$ cat src/rtl/rv32_wb_arbiter_if.sv
// Writeback arbiter bus bundle.
// Carries the two writeback requesters (A = ALU, B = load/CSR unit), the
// register-file write port, the issue-stage allocate port, the two hazard
// queries and the sticky WAW error flag.
//   slave  : the arbiter side (rv32_wb_arbiter)
//   master : the surrounding pipeline / testbench side
interface rv32_wb_arbiter_if;
    logic        a_valid_in;
    logic        a_ready_out;
    logic [4:0]  a_rd_addr_in;
    logic [31:0] a_data_in;
    logic        b_valid_in;
    logic        b_ready_out;
    logic [4:0]  b_rd_addr_in;
    logic [31:0] b_data_in;
    logic        rf_wr_en_out;
    logic [4:0]  rf_rd_addr_out;
    logic [31:0] rf_rd_out;
    logic        alloc_en_in;
    logic [4:0]  alloc_addr_in;
    logic [4:0]  rs_1_addr_in;
    logic [4:0]  rs_2_addr_in;
    logic        rs_1_busy_out;
    logic        rs_2_busy_out;
    logic        waw_err_out;

    modport slave (
        input  a_valid_in, a_rd_addr_in, a_data_in,
        input  b_valid_in, b_rd_addr_in, b_data_in,
        input  alloc_en_in, alloc_addr_in, rs_1_addr_in, rs_2_addr_in,
        output a_ready_out, b_ready_out,
        output rf_wr_en_out, rf_rd_addr_out, rf_rd_out,
        output rs_1_busy_out, rs_2_busy_out, waw_err_out
    );

    modport master (
        output a_valid_in, a_rd_addr_in, a_data_in,
        output b_valid_in, b_rd_addr_in, b_data_in,
        output alloc_en_in, alloc_addr_in, rs_1_addr_in, rs_2_addr_in,
        input  a_ready_out, b_ready_out,
        input  rf_wr_en_out, rf_rd_addr_out, rf_rd_out,
        input  rs_1_busy_out, rs_2_busy_out, waw_err_out
    );
endinterface

$ cat src/rtl/rv32_wb_arbiter.sv
// Two-port writeback arbiter with register-file pending scoreboard.
// Ports:
//   clk_in    : clock, all state on rising edge
//   reset_in  : asynchronous active-low reset
//   wb        : rv32_wb_arbiter_if.slave (requesters A/B, RF write port,
//               allocate port, rs1/rs2 hazard queries, sticky WAW flag)
// Parameter PRIO_MODE: 0 = round-robin on ties, 1 = A always wins ties.
// The RF write port is registered (one-cycle latency from handshake).
module rv32_wb_arbiter #(
    parameter int PRIO_MODE = 0
) (
    input  logic           clk_in,
    input  logic           reset_in,
    rv32_wb_arbiter_if.slave wb
);

    logic        last_b_q;      // 1: most recent transfer was granted to B
    logic        wr_en_q;
    logic [4:0]  wr_addr_q;
    logic [31:0] wr_data_q;
    logic [31:0] pend_q, pend_d;
    logic        waw_q, waw_d;

    logic        grant_a, grant_b, xfer;
    logic [4:0]  sel_rd;
    logic [31:0] sel_data;

    // Grant: sole valid wins; ties go to A in fixed mode, otherwise to the
    // port that did not win the last transfer. Held low during reset.
    always_comb begin
        grant_a = 1'b0;
        grant_b = 1'b0;
        if (reset_in) begin
            if (wb.a_valid_in && wb.b_valid_in) begin
                if (PRIO_MODE != 0 || last_b_q) grant_a = 1'b1;
                else                            grant_b = 1'b1;
            end else begin
                grant_a = wb.a_valid_in;
                grant_b = wb.b_valid_in;
            end
        end
    end

    assign xfer     = grant_a | grant_b;
    assign sel_rd   = grant_a ? wb.a_rd_addr_in : wb.b_rd_addr_in;
    assign sel_data = grant_a ? wb.a_data_in    : wb.b_data_in;

    // Scoreboard next state: clear on the RF write, then set on alloc so a
    // same-address alloc in the write cycle leaves the bit pending.
    always_comb begin
        pend_d = pend_q;
        if (wr_en_q) pend_d[wr_addr_q] = 1'b0;
        if (wb.alloc_en_in && wb.alloc_addr_in != 5'd0)
            pend_d[wb.alloc_addr_in] = 1'b1;
        pend_d[0] = 1'b0;
    end

    // WAW: re-allocating a pending register that is not retiring this cycle.
    always_comb begin
        waw_d = waw_q;
        if (wb.alloc_en_in && wb.alloc_addr_in != 5'd0 &&
            pend_q[wb.alloc_addr_in] &&
            !(wr_en_q && wr_addr_q == wb.alloc_addr_in))
            waw_d = 1'b1;
    end

    always_ff @(posedge clk_in or negedge reset_in) begin
        if (!reset_in) begin
            last_b_q  <= 1'b1;
            wr_en_q   <= 1'b0;
            wr_addr_q <= 5'd0;
            wr_data_q <= 32'd0;
            pend_q    <= 32'd0;
            waw_q     <= 1'b0;
        end else begin
            if (xfer) last_b_q <= grant_b;
            // rd=0 transfers handshake normally but never write.
            wr_en_q <= xfer && (sel_rd != 5'd0);
            if (xfer && sel_rd != 5'd0) begin
                wr_addr_q <= sel_rd;
                wr_data_q <= sel_data;
            end
            pend_q <= pend_d;
            waw_q  <= waw_d;
        end
    end

    assign wb.a_ready_out    = grant_a;
    assign wb.b_ready_out    = grant_b;
    assign wb.rf_wr_en_out   = wr_en_q;
    assign wb.rf_rd_addr_out = wr_addr_q;
    assign wb.rf_rd_out      = wr_data_q;
    assign wb.waw_err_out    = waw_q;

    // The RF forwards same-cycle write data, so a retiring register is free.
    assign wb.rs_1_busy_out = (wb.rs_1_addr_in != 5'd0) && pend_q[wb.rs_1_addr_in] &&
                              !(wr_en_q && wr_addr_q == wb.rs_1_addr_in);
    assign wb.rs_2_busy_out = (wb.rs_2_addr_in != 5'd0) && pend_q[wb.rs_2_addr_in] &&
                              !(wr_en_q && wr_addr_q == wb.rs_2_addr_in);

endmodule

$ cat src/flat_wrapper.sv
// flat-port wrapper written by rule: the top's interface ports become plain ports
module rv32_wb_arbiter_flat 
#(
    parameter int PRIO_MODE = 0
)
  (clk_in, reset_in, wb_a_valid_in, wb_a_rd_addr_in, wb_a_data_in, wb_b_valid_in, wb_b_rd_addr_in, wb_b_data_in, wb_alloc_en_in, wb_alloc_addr_in, wb_rs_1_addr_in, wb_rs_2_addr_in, wb_a_ready_out, wb_b_ready_out, wb_rf_wr_en_out, wb_rf_rd_addr_out, wb_rf_rd_out, wb_rs_1_busy_out, wb_rs_2_busy_out, wb_waw_err_out);
  rv32_wb_arbiter_if wb_i ();
  input  logic clk_in;
  input  logic reset_in;
  input wire logic [$bits(wb_i.a_valid_in)-1:0] wb_a_valid_in;
  input wire logic [$bits(wb_i.a_rd_addr_in)-1:0] wb_a_rd_addr_in;
  input wire logic [$bits(wb_i.a_data_in)-1:0] wb_a_data_in;
  input wire logic [$bits(wb_i.b_valid_in)-1:0] wb_b_valid_in;
  input wire logic [$bits(wb_i.b_rd_addr_in)-1:0] wb_b_rd_addr_in;
  input wire logic [$bits(wb_i.b_data_in)-1:0] wb_b_data_in;
  input wire logic [$bits(wb_i.alloc_en_in)-1:0] wb_alloc_en_in;
  input wire logic [$bits(wb_i.alloc_addr_in)-1:0] wb_alloc_addr_in;
  input wire logic [$bits(wb_i.rs_1_addr_in)-1:0] wb_rs_1_addr_in;
  input wire logic [$bits(wb_i.rs_2_addr_in)-1:0] wb_rs_2_addr_in;
  output wire logic [$bits(wb_i.a_ready_out)-1:0] wb_a_ready_out;
  output wire logic [$bits(wb_i.b_ready_out)-1:0] wb_b_ready_out;
  output wire logic [$bits(wb_i.rf_wr_en_out)-1:0] wb_rf_wr_en_out;
  output wire logic [$bits(wb_i.rf_rd_addr_out)-1:0] wb_rf_rd_addr_out;
  output wire logic [$bits(wb_i.rf_rd_out)-1:0] wb_rf_rd_out;
  output wire logic [$bits(wb_i.rs_1_busy_out)-1:0] wb_rs_1_busy_out;
  output wire logic [$bits(wb_i.rs_2_busy_out)-1:0] wb_rs_2_busy_out;
  output wire logic [$bits(wb_i.waw_err_out)-1:0] wb_waw_err_out;
  assign wb_i.a_valid_in = wb_a_valid_in;
  assign wb_i.a_rd_addr_in = wb_a_rd_addr_in;
  assign wb_i.a_data_in = wb_a_data_in;
  assign wb_i.b_valid_in = wb_b_valid_in;
  assign wb_i.b_rd_addr_in = wb_b_rd_addr_in;
  assign wb_i.b_data_in = wb_b_data_in;
  assign wb_i.alloc_en_in = wb_alloc_en_in;
  assign wb_i.alloc_addr_in = wb_alloc_addr_in;
  assign wb_i.rs_1_addr_in = wb_rs_1_addr_in;
  assign wb_i.rs_2_addr_in = wb_rs_2_addr_in;
  assign wb_a_ready_out = wb_i.a_ready_out;
  assign wb_b_ready_out = wb_i.b_ready_out;
  assign wb_rf_wr_en_out = wb_i.rf_wr_en_out;
  assign wb_rf_rd_addr_out = wb_i.rf_rd_addr_out;
  assign wb_rf_rd_out = wb_i.rf_rd_out;
  assign wb_rs_1_busy_out = wb_i.rs_1_busy_out;
  assign wb_rs_2_busy_out = wb_i.rs_2_busy_out;
  assign wb_waw_err_out = wb_i.waw_err_out;
  rv32_wb_arbiter #(.PRIO_MODE(PRIO_MODE)) u_core (.clk_in(clk_in), .reset_in(reset_in), .wb(wb_i));
endmodule
$ cat config.mk
export PLATFORM = sky130hd
export DESIGN_NAME = rv32_wb_arbiter_flat
export DESIGN_NICKNAME = d
export VERILOG_FILES = /design/src/rtl/rv32_wb_arbiter_if.sv /design/src/rtl/rv32_wb_arbiter.sv /design/src/flat_wrapper.sv
export SDC_FILE = /design/constraint.sdc
export NUM_CORES = 1
export LEC_CHECK = 0
export BUFFER_PORTS_ARGS = -buffer_cell sky130_fd_sc_hd__clkbuf_2
export CAP_MARGIN = 0
export CORE_MARGIN = 2
export CORE_UTILIZATION = 35
export CTS_BUF_LIST = sky130_fd_sc_hd__clkbuf_4
export DETAILED_ROUTE_END_ITERATION = 16
export GPL_ROUTABILITY_DRIVEN = 0
export GPL_TIMING_DRIVEN = 0
export SYNTH_ARGS = -nofsm -noshare
export SYNTH_HDL_FRONTEND = slang
export SYNTH_SLANG_ARGS = --single-unit
$ cat constraint.sdc
create_clock -name clk_in -period 3.8 [get_ports clk_in]
set_input_delay 0.38 -clock clk_in [delete_from_list [all_inputs] [get_ports clk_in]]
set_output_delay 0.38 -clock clk_in [all_outputs]
set_load 0.05 [all_outputs]
Word-level counts from Yosys, hierarchy flattened
Cells that the tools add are included.
{"block": "classes", "add_sub_neg": 0, "n_mul": 0, "div_mod_pow": 0, "order_cmp": 6, "eq_ne": 3, "shift": 0, "n_mux": 20, "n_bitwise": 4, "reduce_logical": 21}
{"operator": "$mux 32", "count": 3}
{"operator": "$and 32x32->32", "count": 1}
{"operator": "$not 32->32", "count": 1}
{"operator": "$or 32x32->32", "count": 1}
{"operator": "$lt 5x6->1 const B", "count": 4}
{"operator": "$reduce_bool 5->1", "count": 4}
{"operator": "$bmux 1 s5", "count": 3}
{"operator": "$eq 5x5->1", "count": 3}
{"operator": "$logic_and 1x1->1", "count": 14}
{"operator": "$mux 1", "count": 11}
{"operator": "$demux 1 s5", "count": 2}
{"operator": "$ge 5x1->1 const B", "count": 2}
{"operator": "$mux 5", "count": 1}
{"operator": "$logic_not 1->1", "count": 3}
{"operator": "$or 1x1->1", "count": 1}
{"block": "totals", "register_bits": 71, "latchBits": 0, "mem_bits_rw": 0, "mem_bits_ro": 0, "inputBits": 94, "output_inout_bits": 43, "wordCells": 60, "mem_count": 0}

Longest topological paths before layout
Gate-level depths: netlist (run 1).
{"block": "depth", "word_depth": 9, "mapped_depth": 7, "depth_no_buf": 5}

Least setup slack after synthesis (run 1)
No wires, ideal clock.
{"block": "synth_path", "path_type": "input to output", "from": "input port wb_rs_2_addr_in[0]", "to": "output port wb_rs_2_busy_out", "arrival_time_ns": 2.065, "required_ns": 3.420, "path_slack_ns": 1.355, "path_stages": 6, "cell_sequence": "buf_4 -> mux4_2 -> o22ai_1 -> nor4_1 -> a21oi_1 -> a31oi_1"}
{"block": "synth_between", "elab_chain_len": 4}
{"element": "start: declaration", "line": "flat_wrapper.sv:19", "rtl": "input wire logic [$bits(wb_i.rs_2_addr_in)-1:0] wb_rs_2_addr_in;"}
{"element": "$bmux 1 s5 / $eq 5x5->1 (equally long branches)", "line": "rv32_wb_arbiter.sv:98, rv32_wb_arbiter.sv:99"}
{"element": "$mux 1 (implied by the code) / $logic_and 1x1->1 (equally long branches)", "line": "rv32_wb_arbiter.sv:98, rv32_wb_arbiter.sv:99"}
{"element": "$logic_and 1x1->1 / $logic_not 1->1 (equally long branches)", "line": "rv32_wb_arbiter.sv:98, rv32_wb_arbiter.sv:99"}
{"element": "$logic_and 1x1->1 (*)", "line": "rv32_wb_arbiter.sv:98", "rtl": "assign wb.rs_2_busy_out = (wb.rs_2_addr_in != 5'd0) && pend_q[wb.rs_2_addr_in] &&"}
{"element": "end: declaration", "line": "flat_wrapper.sv:26", "rtl": "output wire logic [$bits(wb_i.rs_2_busy_out)-1:0] wb_rs_2_busy_out;"}
Mark *: on every way between the ends. The rest lies on a longest branch, timed or not. The select of a mux whose other input is x is not followed.

Final worst setup path (run 1)
{"block": "layout_path", "from": "input port reset_in", "to": "output port wb_a_ready_out"}
{"block": "layout_between", "elab_chain_len": 1}
{"element": "start: declaration", "line": "flat_wrapper.sv:9", "rtl": "input logic reset_in;"}
{"element": "$mux 1", "line": "rv32_wb_arbiter.sv:33", "rtl": "if (reset_in) begin"}
{"element": "end: declaration", "line": "flat_wrapper.sv:20", "rtl": "output wire logic [$bits(wb_i.a_ready_out)-1:0] wb_a_ready_out;"}
No other way between the ends.

==> summary.md, run 1 <==
| Metric | Value |
|---|---|
| Outcome | finished clean |
| Routed WL | 12900 µm |
| Inst Count DP | 686 |
| Fin Setup TNS | 0 ps |
| Post-synth EDFFs | 0 |
| Compound-gate portion of the synthesized area | 0.172 |
| Largest net degree at the start of global routing | 44 |
| Starting Density | 0.363 |
| Root buf cell | clkbuf_4 |
| Seq/Total Area, Yosys | 0.424 |
| Global route total overflow | 0 |
| Slowest CP cell | dlygate4sd3_1 |
| Min-delay src | wb_a_valid_in |
| Global-route wire length before repair | 20600 µm |
| H-tree depth | 3 |
| R2R depth | 4 |
| Library cells used by synthesis | 45 |
| Crit path from | reset_in |
| Final Core Density | 0.444 |
| Number of synthesized register bits | 71 |
| Endpoints failing setup | 0 |
| Post-Synth XOR/XNOR Area | 0.0313 |
| DRC viols | 0 |
| Clock Latency Late Sink | 420 ps |
| Worst setup margin | 686 ps |
| Slew Viols, Final | 0 |
| RSZ-0062 raised after global routing | no |
| WHS Endpoint | u_core.last_b_q |
| Vias | 3871 |
| Syn Nets | 511 |
| Max Cap Viol | 0 |
| Peak supply drop | 0.000245 V |
| Register-to-register path setup slack | 2050 ps |
| CP cell instances | dlygate4sd3_1 > clkbuf_4 > buf_16 > clkbuf_1 > nand2_2 > buf_2 > inv_1 > clkbuf_2 |
| Layout area overhead | 22.4% |
| Cells after Synth | 417 |
| Fin. Hold Viols | 0 |
| Antenna-violating nets left | 0 |
| Crit start category | input port |
| Vias per std cell | 5.52 |
| I/O pins | 137 |
| Worst hold slack | 159 ps |
| Arrival time worst endpoint | 2730 ps |
| Fillers | 1131 |
| Reg2reg end | u_core.pend_q[7] |
| Pre-CTS setup slack | 1160 ps |
| Total GRT Usage | 0.206 |
| Max-slew headroom | 0.555 |
| Antenna cell count | 0 |
| FMAX | 321 MHz |
| Simple-gate share of the synthesized area | 0.107 |
| Slowest Stage Delay on Critical Path | 520 ps |
| Pleak | 2.38 nW |
| Die X | 113 µm |
| Crit-path max FO | 43 |
| Cell Area, Synth | 4200 µm² |
| Power Total | 2.81 mW |
| Adder-cell share of the synthesized area | 0 |
| Area of the multi-input gates | 2200 µm² |
| CTS tree | built |
| Drt pass-1 iters | 5 |
| Skew final | 13.4 ps |
| CTS buffer count | 9 |
| Yosys Warn Count | 0 |
| Critical path class | input port to output port |
| Met1 WL | 5660 µm |
| Core ar. | 11600 µm² |
| DP HPWL | 9570 µm |
| Number of global-route vias before repair | 3904 |
| Cell Pwr Density | 546 nW/µm² |
| CTS clk-pin slew, worst paths | 110 ps |
| Die H | 113 µm |
| Worst Max-Slew Pin Slew | 667 ps |
| Post-Syn Area per Cell | 10.1 µm² |
| Die Footprint | 12900 µm² |
| Share of cells above drive strength 1 | 0.310 |
| Post-CTS Resized | 0 |
| Placement Cell Area | 5030 µm² |
| Final net count | 649 |
| Initial antenna violation count | 0 |
| Fin crit share | 0.820 |
| Hold Crit Class | input port to flop |
| Most common flop cell mapped by yosys | dfrtp_1 |
| Critical path endpoint category | output port |
| Post-synth ARST share | 1.00 |
| IO buf count | 125 |
| Main combinational cell family by area after synthesis | multiplexers |
| Register area | 1780 µm² |
| Worst hold stages | 2 |
| Tmin final | 3110 ps |
| Final Cell Area | 5130 µm² |
| Finished Layout Cells | 701 |
| Routed WL per cell | 18.3 µm |
| Met2 WL | 5930 µm |
| Max Buffers Root-to-Sink | 2 |
| Num rows | 39 |
| CTS sink cnt | 71 |
| Met3 wire len | 1080 µm |
| Mux cell area share after synthesis | 0.215 |
| RR Startpoint | u_core.wb.rf_rd_addr_out[1] |
| Required time worst endpoint | 3420 ps |
| Initial DRC Count | 239 |
| Top Metal Used | met4 |
## cell families after synthesis
logic type,count (synthesis)
AO/OA/AOI/OAI,132
buffers and inverters,39
multiplexers,69
XOR/XNOR,15
AND/OR/NAND/NOR,91
flip-flops,71
## synth_stat cells, types with 2 or more instances
cell type	count	area, µm²
a21oi_1	41	205
a31oi_1	7	43.8
buf_1	2	7.51
buf_2	6	30.0
buf_4	2	15.0
buf_6	7	78.8
clkbuf_1	15	56.3
dfrtp_1	70	1750
inv_1	7	26.3
mux2_2	2	22.5
mux2i_1	51	510
mux4_1	2	52.6
mux4_2	14	315
nand2_1	9	33.8
nand2b_1	4	25.0
nand3_1	9	45.0
nand3b_1	7	52.6
nor2_1	42	158
nor2b_1	4	25.0
nor3_1	2	10.0
nor4_1	4	25.0
o21a_1	2	15.0
o21ai_0	64	320
o221ai_1	2	17.5
o22ai_1	5	31.3
o31ai_1	2	15.0
or3_1	2	12.5
or3b_2	2	17.5
or4_1	2	15.0
xnor2_1	3	26.3
xor2_1	12	105
## worst max-delay path by stage
stage / slack, ps / end / cells after the start
detailed placement: 1160 / wb_a_ready_out / 7
global placement: 480 / wb_a_ready_out / 6
floorplan: 1360 / wb_rs_2_busy_out / 6
finish: 690 / wb_a_ready_out / 8
global route: 450 / wb_a_ready_out / 8
CTS: 610 / wb_a_ready_out / 8
## registers in the layout, summed over array words and instances, names as in the netlist
register and flops:
u_core.pend_q 31, u_core.last_b_q 1, u_core.wb.rf_rd_addr_out 5, u_core.wb.rf_rd_out 32, u_core.wb.waw_err_out 1, u_core.wb.rf_wr_en_out 1
## report_power, final
group	switching [mW]	leakage, nW	internal, mW
Combinational	0.759	1.56	0.453
Sequential	0.207	0.760	0.986
Clock	0.262	0.0577	0.138
Total	1.23	2.38	1.58
## metal layers
metal / track usage / vias up
met3: 0.0537 / 17
met2: 0.319 / 193
met1: 0.285 / 1861
met5: 0 / -
li1: - / 1800
met4: 0.0691 / 0
## cell type report
cell class                 instances  share of cell area
multi-input combinational        307               0.429
sequential                        71               0.346
timing repair buffer             127               0.130
buffer                            32              0.0365
tap                              143              0.0348
clock buffer                      11              0.0161
inverter                           7             0.00512
clock inverter                     3             0.00244
## worst max-delay path, delay by kind of cell
family	cells	cell delay (ps)
and+or+nand+nor	1	230
buffers and inverters	7	2120
## cell usage in the layout (no fill, tap or decap), drive strengths merged, types with 3 or more instances in the layout
cell type and count:
a21oi 41, a31oi 7, buf 18, clkbuf 151, clkinv 3, dfrtp 70
inv 7, mux2i 51, mux4 16, nand2 10, nand2b 4, nand3 9
nand3b 7, nor2 42, nor2b 4, nor4 4, o21ai 65, o22ai 5
xnor2 3, xor2 12
## timing repair
action,in CTS,in global routing
buffers inserted,0,0
hold endpoints to repair,28,0
hold buffers,1,0
(Power assumes the default switching activity.)
==> run 2: changes to the inputs <==
Clock period 3.8 ns to 3.1 ns, I/O delays scaled along.
==> run 2 against run 1 <==
  * Count of clock-buffer cells in the layout is the same
  * Clock power rose by 22%
  * Sequential power increased by 23%
  * First-iteration DRC count unchanged
  * Register-to-register slack lost 700 ps
  * Critical path type unchanged
  * Critical endpoint unchanged
==> summary.md, run 2 (synthesis results as in run 1) <==
| Metric | Value |
|---|---|
| Max reg flops | 32 |
| Core ar. | 11600 µm² |
| CTS tree | built |
| Worst hold stages | 2 |
| Antenna-violating nets left | 0 |
| Fin crit share | 0.918 |
| Slowest CP cell | dlygate4sd3_1 |
| Commonest cells after routing, fill and taps aside | 124 x clkbuf_2, 70 x dfrtp_1, 64 x o21ai_0 |
| Power Total | 3.44 mW |
| Worst hold slack | 89.7 ps |
| Most common cell after layout, fill and taps aside | clkbuf_2 |
| Routed WL | 12800 µm |
| Num rows | 39 |
| Arrival time worst endpoint | 2540 ps |
| Max Cap Viol | 0 |
| FMAX | 351 MHz |
| Reg2reg end | u_core.pend_q[7] |
| Tmin final | 2850 ps |
| Max-slew headroom | 0.555 |
| CTS sink cnt | 71 |
| CTS buffer count | 9 |
| CTS clk-pin slew, worst paths | 110 ps |
| Inst Count DP | 686 |
| Max Buffers Root-to-Sink | 2 |
| RR Startpoint | u_core.wb.rf_rd_addr_out[1] |
| Min-delay src | wb_a_valid_in |
| Top delay family on crit path | buffers and inverters |
| Crit-path max FO | 43 |
| Critical path class | input port to output port |
| Drt pass-1 iters | 5 |
| DP HPWL | 9570 µm |
| Layout area overhead | 22.5% |
| Hold Crit Class | input port to flop |
| IO buf count | 125 |
| Worst setup margin | 254 ps |
| Fin. Hold Viols | 0 |
| Global-route wire length before repair | 20600 µm |
| Initial DRC Count | 239 |
| Skew final | 13.4 ps |
| Antenna cell count | 0 |
| Final Core Density | 0.444 |
| Pre-CTS setup slack | 602 ps |
| Vias | 3877 |
| Die Footprint | 12900 µm² |
| CP bufs+invs | 7 |
| Outcome | finished clean |
| Global route total overflow | 0 |
| Final net count | 649 |
| Number of global-route vias before repair | 3904 |
| Root buf cell | clkbuf_4 |
| Worst Max-Slew Pin Slew | 667 ps |
| Largest net degree at the start of global routing | 44 |
| Cell Pwr Density | 669 nW/µm² |
| WHS Endpoint | u_core.last_b_q |
| I/O pins | 137 |
| R2R depth | 4 |
| DRC viols | 0 |
| Routed WL per cell | 18.3 µm |
| Slew Viols, Final | 0 |
| Slowest Stage Delay on Critical Path | 540 ps |
| CP cell instances | dlygate4sd3_1 > buf_6 > buf_16 > clkbuf_1 > nand2_2 > buf_2 > inv_1 > clkbuf_2 |
| RSZ-0062 raised after global routing | no |
| Critical path endpoint category | output port |
| Die X | 113 µm |
| Clock Latency Late Sink | 420 ps |
| Endpoints failing setup | 0 |
| Vias per std cell | 5.53 |
| Crit start category | input port |
| Die H | 113 µm |
| Placement Cell Area | 5030 µm² |
| Pleak | 2.38 nW |
| Fin Setup TNS | 0 ps |
| Starting Density | 0.363 |
| Final Cell Area | 5140 µm² |
| Post-CTS setup repair buffer count | 0 |
| Register-to-register path setup slack | 1350 ps |
| Total GRT Usage | 0.206 |
| Required time worst endpoint | 2790 ps |
| Peak supply drop | 0.000300 V |
| Initial antenna violation count | 0 |
| H-tree depth | 3 |
| Share of cells above drive strength 1 | 0.310 |
| Finished Layout Cells | 701 |
==> run 2: changes by cell type in the layout (fill, tap and decap cells not counted) <==
| cell | previous run | this run |
|---|---|---|
| buf_6 | 7 | 8 |
| clkbuf_4 | 12 | 11 |
==> run 2: final cells by class <==
cell class                 count  area [µm²]
clock inverter                 3        12.5
inverter                       7        26.3
sequential                    71        1780
multi-input combinational    307        2200
buffer                        32         188
fill                        1132        6430
tap                          143         179
timing repair buffer         127         669
clock buffer                  11        82.6
==> run 2: report_power, final <==
part | total [mW] | switching (mW) | internal [mW]
clock | 0.489 | 0.321 | 0.169
combinational | 1.49 | 0.931 | 0.555
sequential | 1.46 | 0.254 | 1.21
==> run 2: how the worst max path moves through the flow <==
stage                                      startpoint               end  slack (ps)  cells after the start
after global placement                       reset_in    wb_a_ready_out         -80                      6
after global routing                         reset_in    wb_a_ready_out          50                      8
after CTS                                    reset_in    wb_a_ready_out          50                      8
after floorplan           u_core.wb.rf_rd_addr_out[4]  wb_rs_2_busy_out         750                      4
final                                        reset_in    wb_a_ready_out         250                      8
after detailed placement                     reset_in    wb_a_ready_out         600                      7
==> run 2: layer usage <==
layer | up-vias | GRT usage | share of wire
met5 | - | 0 | 0
met4 | 0 | 0.0691 | 0.014
met3 | 17 | 0.0537 | 0.083
met2 | 191 | 0.319 | 0.46
met1 | 1867 | 0.285 | 0.44
li1 | 1802 | - | -
==> run 2: worst reg2reg max path, cell delays in order, from the launching register on <==
cell,delay (ps)
dfrtp_1,370
clkbuf_1,390
nand3_1,470
o21ai_0,300
o21ai_0,110
==> run 2: timing repair <==
| item | in CTS | in global routing |
|---|---|---|
| hold buffers | 1 | 0 |
| resized for setup | 0 | 2 |
| setup endpoints to repair | 0 | 1 |
| endpoints found under the hold margin | 28 | 0 |
==> run 3: changes to the inputs <==
Settings changed: CORE_UTILIZATION 35 to 27.
==> run 3 against run 2 <==
  * Count of clock-buffer cells in the layout rose by 1
  * Final cell count grew 6.8%
  * Sequential share of layout area down 0.64 points
  * Fmax up 1.4%
  * Sequential cell count stayed put
  * Global-route usage shrank 4.3 points
  * Clock power increased by 23%
  * Setup slack better by 39 ps
  * Critical endpoint unchanged
==> summary.md, run 3 (synthesis results as in run 1) <==
| Metric | Value |
|---|---|
| Outcome | finished clean |
| Routed WL | 13100 µm |
| Antenna-violating nets left | 0 |
| DP HPWL | 10100 µm |
| Max Cap Viol | 0 |
| Arrival time worst endpoint | 2500 ps |
| Max reg flops | 32 |
| Register area | 1780 µm² |
| Area of the multi-input gates | 2200 µm² |
| Global-route wire length before repair | 21000 µm |
| FMAX | 356 MHz |
| Critical path class | input port to output port |
| Number of global-route vias before repair | 3994 |
| Endpoints failing setup | 0 |
| Total GRT Usage | 0.163 |
| Share of cells above drive strength 1 | 0.314 |
| Initial DRC Count | 258 |
| Global route total overflow | 0 |
| Initial antenna violation count | 1 |
| Peak supply drop | 0.000323 V |
| Inst Count DP | 731 |
| Vias | 3995 |
| Slew Viols, Final | 0 |
| Pleak | 2.39 nW |
| Final Core Density | 0.344 |
| Root buf cell | clkbuf_4 |
| CTS clk-pin slew, worst paths | 110 ps |
| Fillers | 1594 |
| Tmin final | 2810 ps |
| H-tree depth | 3 |
| Commonest cells after routing, fill and taps aside | 124 x clkbuf_2, 70 x dfrtp_1, 64 x o21ai_0 |
| Die X | 129 µm |
| Core ar. | 15200 µm² |
| Largest net degree at the start of global routing | 66 |
| CTS sink cnt | 71 |
| Starting Density | 0.276 |
| Crit-path max FO | 65 |
| Critical path endpoint category | output port |
| Die H | 129 µm |
| Most common cell after layout, fill and taps aside | clkbuf_2 |
| Hold Crit Class | input port to flop |
| Max-slew headroom | 0.540 |
| Die Footprint | 16600 µm² |
| Fin crit share | 0.905 |
| Post-CTS setup repair buffer count | 0 |
| Routed WL per cell | 17.5 µm |
| Layout area overhead | 24.8% |
| Clock Latency Late Sink | 430 ps |
| Skew final | 18.1 ps |
| RSZ-0062 raised after global routing | no |
| Required time worst endpoint | 2790 ps |
| Num rows | 45 |
| Vias per std cell | 5.33 |
| CTS tree | built |
| I/O pins | 137 |
| Final net count | 649 |
| DRC viols | 0 |
| Worst Max-Slew Pin Slew | 690 ps |
| IO buf count | 125 |
| Pre-CTS setup slack | 814 ps |
| Worst setup margin | 293 ps |
| Crit start category | input port |
| Max Buffers Root-to-Sink | 2 |
| Drt pass-1 iters | 8 |
| Fin. Hold Viols | 0 |
| Cell Pwr Density | 687 nW/µm² |
| CTS buffer count | 9 |
| Finished Layout Cells | 749 |
## run 3: layer usage
layer / track usage / vias to the layer above / share of wire
met5: 0 / - / 0
met4: 0.0767 / 0 / 0.023
met3: 0.0370 / 25 / 0.10
met2: 0.244 / 253 / 0.44
met1: 0.225 / 1909 / 0.44
li1: - / 1808 / -
## run 3: critical path: stages
cell	delay, ps
dlygate4sd3_1	530
clkbuf_4	220
buf_16	310
clkbuf_1	260
nand2_2	220
buf_2	280
inv_1	80
clkbuf_2	270
## run 3: path summary, 6_finish.rpt
check,slack [ps],cells after the start,startpoint,endpoint
max,290,8,reset_in,wb_a_ready_out
min,80,2,wb_a_valid_in,u_core.last_b_q
max reg2reg,1290,4,u_core.wb.rf_rd_addr_out[1],u_core.pend_q[22]
min reg2reg,550,2,u_core.wb.rf_rd_out[2],u_core.wb.rf_rd_out[2]
max in group asynchronous,2280,3,reset_in,u_core.last_b_q
min in group asynchronous,270,2,reset_in,u_core.wb.rf_rd_out[30]
## run 3: repair_timing
action                                 4_1_cts  5_1_grt
hold buffers                                 1        0
gates resized for setup                      0        0
endpoints found under the hold margin       45        0
## run 3: layout make-up
cell class                 instances  area share
timing repair buffer             127       0.127
buffer                            32      0.0359
antenna                            1    0.000478
inverter                           7     0.00502
multi-input combinational        307       0.421
clock inverter                     4     0.00884
tap                              188      0.0449
sequential                        71       0.340
clock buffer                      12      0.0172
## run 3: power breakdown
group	switching, mW	internal (mW)
sequential	0.314	1.21
clock	0.332	0.270
combinational	0.917	0.554
## run 3: metrics by stage
step	power [mW]	hold WS (ps)	cell area, µm²	setup TNS (ps)
3_5_place_dp	2.99	175	5090	0
3_3_place_gp	2.94	505	5060	-27.2
5_1_grt	3.81	65.9	5240	0
2_1_floorplan	2.49	14.4	4200	0
4_1_cts	3.60	41.1	5230	0
6_report	3.59	79.5	5240	0
